### config.mk
export PLATFORM = sky130hd
export DESIGN_NAME = sipo_frame_rx
export DESIGN_NICKNAME = d
export VERILOG_FILES = /design/src/rtl/sipo_frame_rx.sv
export SDC_FILE = /design/constraint.sdc
export NUM_CORES = 1
export LEC_CHECK = 0
export ABC_AREA = 1
export ABC_CLOCK_PERIOD_IN_PS = 1100
export CELL_PAD_IN_SITES_DETAIL_PLACEMENT = 1
export CELL_PAD_IN_SITES_GLOBAL_PLACEMENT = 2
export CORE_MARGIN = 4
export CORE_UTILIZATION = 29
export CTS_CLUSTER_DIAMETER = 40
export DETAILED_ROUTE_END_ITERATION = 6
export PLACE_DENSITY_LB_ADDON = 0.1
export SLEW_MARGIN = 20
export SYNTH_ARGS = -nofsm -noshare
export SYNTH_HDL_FRONTEND = slang
export SYNTH_SLANG_ARGS = --single-unit
### constraint.sdc
create_clock -name CLK -period 1.1 [get_ports CLK]
set_input_delay 0.11 -clock CLK [delete_from_list [all_inputs] [get_ports CLK]]
set_output_delay 0.11 -clock CLK [all_outputs]
set_load 0.02 [all_outputs]
### src/rtl/sipo_frame_rx.sv
// sipo_frame_rx: framed serial-to-parallel receiver.
// Frame: start bit (0), WIDTH data bits, optional even-parity bit, stop bit (1).
// Build option: define SIPO_RX_PARITY_EN to add the parity bit and its check.
// Ports:
//   CLK        rising-edge clock
//   RESET      asynchronous active-high reset
//   IN         serial line, idles high
//   OUT        last received word (held until replaced)
//   OUT_VALID  OUT holds an unconsumed word
//   OUT_READY  consumer takes OUT when OUT_VALID && OUT_READY at an edge
//   FRAME_ERR  one-cycle pulse: stop bit sampled as 0
//   OVERRUN    one-cycle pulse: good frame arrived with buffer full, word dropped
//   PARITY_ERR one-cycle pulse: parity mismatch with good stop (0 without parity build)
module sipo_frame_rx #(
  parameter int unsigned WIDTH     = 4,
  parameter bit          MSB_FIRST = 1'b1
) (
  input  logic             CLK,
  input  logic             RESET,
  input  logic             IN,
  output logic [WIDTH-1:0] OUT,
  output logic             OUT_VALID,
  input  logic             OUT_READY,
  output logic             FRAME_ERR,
  output logic             OVERRUN,
  output logic             PARITY_ERR
);

  localparam int unsigned CNT_W = $clog2(WIDTH);

  typedef enum logic [1:0] {
    S_IDLE   = 2'd0,
    S_DATA   = 2'd1,
    S_PARITY = 2'd2,
    S_STOP   = 2'd3
  } state_e;

  state_e             state_q, state_d;
  logic [WIDTH-1:0]   shift_q, shift_d;
  logic [CNT_W-1:0]   cnt_q, cnt_d;
  logic [WIDTH-1:0]   out_q, out_d;
  logic               out_valid_q, out_valid_d;
  logic               frame_err_q, frame_err_d;
  logic               overrun_q, overrun_d;
`ifdef SIPO_RX_PARITY_EN
  logic               par_bad_q, par_bad_d;
  logic               parity_err_q, parity_err_d;
`endif

  // State, datapath and output registers
  always_ff @(posedge CLK or posedge RESET) begin
    if (RESET) begin
      state_q      <= S_IDLE;
      shift_q      <= '0;
      cnt_q        <= '0;
      out_q        <= '0;
      out_valid_q  <= 1'b0;
      frame_err_q  <= 1'b0;
      overrun_q    <= 1'b0;
`ifdef SIPO_RX_PARITY_EN
      par_bad_q    <= 1'b0;
      parity_err_q <= 1'b0;
`endif
    end else begin
      state_q      <= state_d;
      shift_q      <= shift_d;
      cnt_q        <= cnt_d;
      out_q        <= out_d;
      out_valid_q  <= out_valid_d;
      frame_err_q  <= frame_err_d;
      overrun_q    <= overrun_d;
`ifdef SIPO_RX_PARITY_EN
      par_bad_q    <= par_bad_d;
      parity_err_q <= parity_err_d;
`endif
    end
  end

  // Next-state, shifting, buffer load and error pulses
  always_comb begin
    state_d      = state_q;
    shift_d      = shift_q;
    cnt_d        = cnt_q;
    out_d        = out_q;
    // A pending word is consumed on any edge where the consumer is ready
    out_valid_d  = out_valid_q & ~OUT_READY;
    frame_err_d  = 1'b0;
    overrun_d    = 1'b0;
`ifdef SIPO_RX_PARITY_EN
    par_bad_d    = par_bad_q;
    parity_err_d = 1'b0;
`endif

    case (state_q)
      S_IDLE: begin
        if (!IN) begin
          state_d = S_DATA;
          cnt_d   = '0;
        end
`ifdef SIPO_RX_PARITY_EN
        par_bad_d = 1'b0;
`endif
      end

      S_DATA: begin
        if (MSB_FIRST) shift_d = {shift_q[WIDTH-2:0], IN};
        else           shift_d = {IN, shift_q[WIDTH-1:1]};
        cnt_d = cnt_q + CNT_W'(1);
        // Counter returns to 0 only through the state change
        if (cnt_q == CNT_W'(WIDTH - 1)) begin
          cnt_d = '0;
`ifdef SIPO_RX_PARITY_EN
          state_d = S_PARITY;
`else
          state_d = S_STOP;
`endif
        end
      end

`ifdef SIPO_RX_PARITY_EN
      S_PARITY: begin
        // Even parity: data XOR parity bit must be 0
        par_bad_d = (^shift_q) ^ IN;
        state_d   = S_STOP;
      end
`endif

      S_STOP: begin
        // A low stop bit is never reused as a start bit
        state_d = S_IDLE;
        if (!IN) begin
          frame_err_d = 1'b1;
`ifdef SIPO_RX_PARITY_EN
        end else if (par_bad_q) begin
          parity_err_d = 1'b1;
`endif
        end else if (!out_valid_q || OUT_READY) begin
          out_d       = shift_q;
          out_valid_d = 1'b1;
        end else begin
          overrun_d = 1'b1;
        end
      end

      default: state_d = S_IDLE;
    endcase
  end

  assign OUT       = out_q;
  assign OUT_VALID = out_valid_q;
  assign FRAME_ERR = frame_err_q;
  assign OVERRUN   = overrun_q;
`ifdef SIPO_RX_PARITY_EN
  assign PARITY_ERR = parity_err_q;
`else
  assign PARITY_ERR = 1'b0;
`endif

endmodule

==> impl_metrics.env <==
export IMPL_wl_met1_um=534
export IMPL_viasPerCell=4.08
export IMPL_io_buffers=10
export IMPL_crit_chain="clkdlybuf4s15_1"
export IMPL_critPathTopFamily="flip-flops"
export IMPL_grt_start_max_net_pins=16
export IMPL_fin_worst_skew_ps=1.15
export IMPL_maxCapViolations=0
export IMPL_hold_slack_ps=135
export IMPL_place_congestion=0.669
export IMPL_grt_antenna_before_repair=0
export IMPL_layout_drive_gt1_share_pct=22.8
export IMPL_min_period_over_period_pct=93.6
export IMPL_grt_pass1_wl_um=1990
export IMPL_timing_fmax_mhz=971
export IMPL_combPwrFrac_pct=38.8
export IMPL_powerDensity_mw_per_mm2=2670
export IMPL_num_vias=432
export IMPL_row_count=16
export IMPL_coreArea_mm2=0.00200
export IMPL_syn_avg_cell_area_um2=9.66
export IMPL_clkSinkCount=15
export IMPL_synth_area_leaders="dfrtp_1 60%, nand2_1 13%, inv_1 3.6%, nand3_1 3.2%, nor2_8 3.2%"
export IMPL_p_switching_uw=827
export IMPL_mappedNetlistArea_um2=628
export IMPL_ff2ff_path_depth=5
export IMPL_yosysWarnings=0
export IMPL_cts_setup_buffers=0
export IMPL_critPathSlowestCell="dfrtp_1"
export IMPL_p_sw_share_pct=40.6
export IMPL_cp_end_kind="primary output"
export IMPL_initial_core_util_pct=31.4
export IMPL_ir_drop_v=0.000907
export IMPL_synthTopCellsByCount="21 x nand2_1, 15 x dfrtp_1, 6 x inv_1"
export IMPL_synth_edf_count=0
export IMPL_cts_made_buffers=3
export IMPL_final_setup_viol_count=0
export IMPL_holdBufCountCts=0
export IMPL_cp_max_fo=1
export IMPL_grt_pass1_vias=459
export IMPL_hold_class="input port to asynchronous set/reset pin"
export IMPL_finalHoldViolations=0
export IMPL_synth_fp_nets=70
export IMPL_clk_pin_slew_ps=90
export IMPL_place_ws_ps=-42.4
export IMPL_die_area_mm2=0.00297
export IMPL_p_clk_share_pct=15.1
export IMPL_path_buf_inv=1
export IMPL_worst_setup_path_type="flip-flop to primary output"
export IMPL_clock_path_buffers=2
export IMPL_ys_seq_area_share_pct=59.8
export IMPL_intPower_mw=1.21
export IMPL_fp_dieH_um=54.5
export IMPL_worst_slack_ps=70.2
export IMPL_wirelength_um=1080
export IMPL_crit_cells=1
export IMPL_fin_crit_ps=1030
export IMPL_p_leak_nw=0.417
export IMPL_status="complete, no violations"
export IMPL_grt_total_usage_pct=9.74
export IMPL_fillers=245
export IMPL_first_iter_violations=6
export IMPL_netlist_area_leader_share_pct=59.8
export IMPL_cp_required_ps=990
export IMPL_synthCells=65
export IMPL_fin_cells=106
export IMPL_worstSetupStartpointType="flip-flop"
export IMPL_synth_flop_cell="dfrtp_1"
export IMPL_nNetsFinal=85
export IMPL_numPlacedInstances=102
export IMPL_areaGrowthSynthToFinish_pct=21.5
export IMPL_num_io_pins=12
export IMPL_overflow=0
export IMPL_synthArstFlopShare_pct=100
export IMPL_crit_arrival_ps=920
export IMPL_antennaDiodeCount=0
export IMPL_finalMaxSlewViolations=0
export IMPL_firstDrtPassIters=4
export IMPL_hpwl_um=847
export IMPL_drtAntennaViolNets=0
export IMPL_die_w_um=54.5
export IMPL_max_stage_delay_ps=370
export IMPL_cts_root_buffer="clkbuf_4"
export IMPL_clk_latency_ps=270
export IMPL_post_synth_top_count_cell="nand2_1"
export IMPL_drc=0
export IMPL_top_layer="met4"
export IMPL_rsz0062_at_grt="no"
export IMPL_wl_met2_um=459
export IMPL_wl_met3_um=79
export IMPL_wl_per_cell_um=10.2
export IMPL_ys_ff_latch=15
export IMPL_ys_types=15
export IMPL_cts_tree="done"
export IMPL_htree_num_levels=1
export IMPL_pwr_share_seq_pct=46.0
export IMPL_yosysTopAreaCell="dfrtp_1"
metrics by stage:
stage / util [%] / cell area (um^2) / setup TNS [ps] / power (mW)
final: 38.1 / 763 / 0 / 2.04
after global routing: 38.1 / 763 / 0 / 2.27
after CTS: 39.2 / 785 / 0 / 2.12
after detailed placement: 38.1 / 762 / -158 / 1.85
after global placement: 38.1 / 762 / -111 / 1.84
after floorplan: - / 628 / 0 / 1.53
cell families after synthesis:
kind of cell	synth area share, %
other cells	0.597
simple gates	26.9
buf+inv	6.57
fa+ha+maj	1.99
compound gates	4.18
flops	59.8
layer usage:
| metal | global-route usage, % | vias up |
|---|---|---|
| met5 | 0 | - |
| met4 | 6.22 | 0 |
| li1 | - | 222 |
| met2 | 14.9 | 9 |
| met1 | 11.6 | 199 |
| met3 | 3.27 | 2 |
worst register-to-register path: stages (launching register included):
cell and delay, ps:
dfrtp_1 420, nand2_2 120, nor2_8 150, nand2_4 70, nand2_1 60, nand2_1 50
registers in the layout, indices dropped and copies added (netlist names):
name / cells
OUT: 4
shift_q: 4
cnt_q: 2
state_q: 2
FRAME_ERR: 1
OUT_VALID: 1
OVERRUN: 1
path summary, 6_finish.rpt:
check | from | to | slack [ps]
setup / recovery | FRAME_ERR | FRAME_ERR | 70
hold / removal | RESET | OVERRUN | 140
setup reg to reg | state_q[1] | OUT[3] | 140
hold reg to reg | OUT[2] | OUT[2] | 470
max in group asynchronous | RESET | OUT[2] | 790
min in group CLK | IN | FRAME_ERR | 420
cell usage in the layout (no fill, tap or decap), drive strengths merged:
| cell | Yosys | routed |
|---|---|---|
| clkdlybuf4s15 | 0 | 2 |
| o21ai | 3 | 3 |
| ha | 1 | 1 |
| nand2 | 24 | 24 |
| clkdlybuf4s50 | 0 | 3 |
| inv | 9 | 9 |
| clkbuf | 0 | 9 |
| conb | 1 | 1 |
| nor2 | 6 | 6 |
| dfrtp | 15 | 15 |
| buf | 1 | 1 |
| nand3 | 4 | 4 |
| o21bai | 1 | 1 |
timing repair:
item,CTS,global route
pin swaps,0,0
setup endpoints to repair,7,7
gates resized for setup,11,8
area by class of cell:
cell class	instances	area [um^2]	share of cell area, %
inverter	9	33.8	4.43
clock buffer	4	26.3	3.44
tap	27	33.8	4.43
multi-input combinational	40	211	27.7
timing repair buffer	11	82.6	10.8
sequential	15	375	49.2
power by group through the flow:
| stage | Sequential, mW | Clock, mW | Combinational [mW] |
|---|---|---|---|
| final | 0.937 | 0.308 | 0.790 |
| after global placement | 0.951 | 0 | 0.888 |
| after floorplan | 1.03 | 0 | 0.503 |
| after global routing | 0.977 | 0.361 | 0.933 |
| after CTS | 0.940 | 0.329 | 0.848 |
| after detailed placement | 0.952 | 0 | 0.893 |
(Power assumes the default switching activity.)
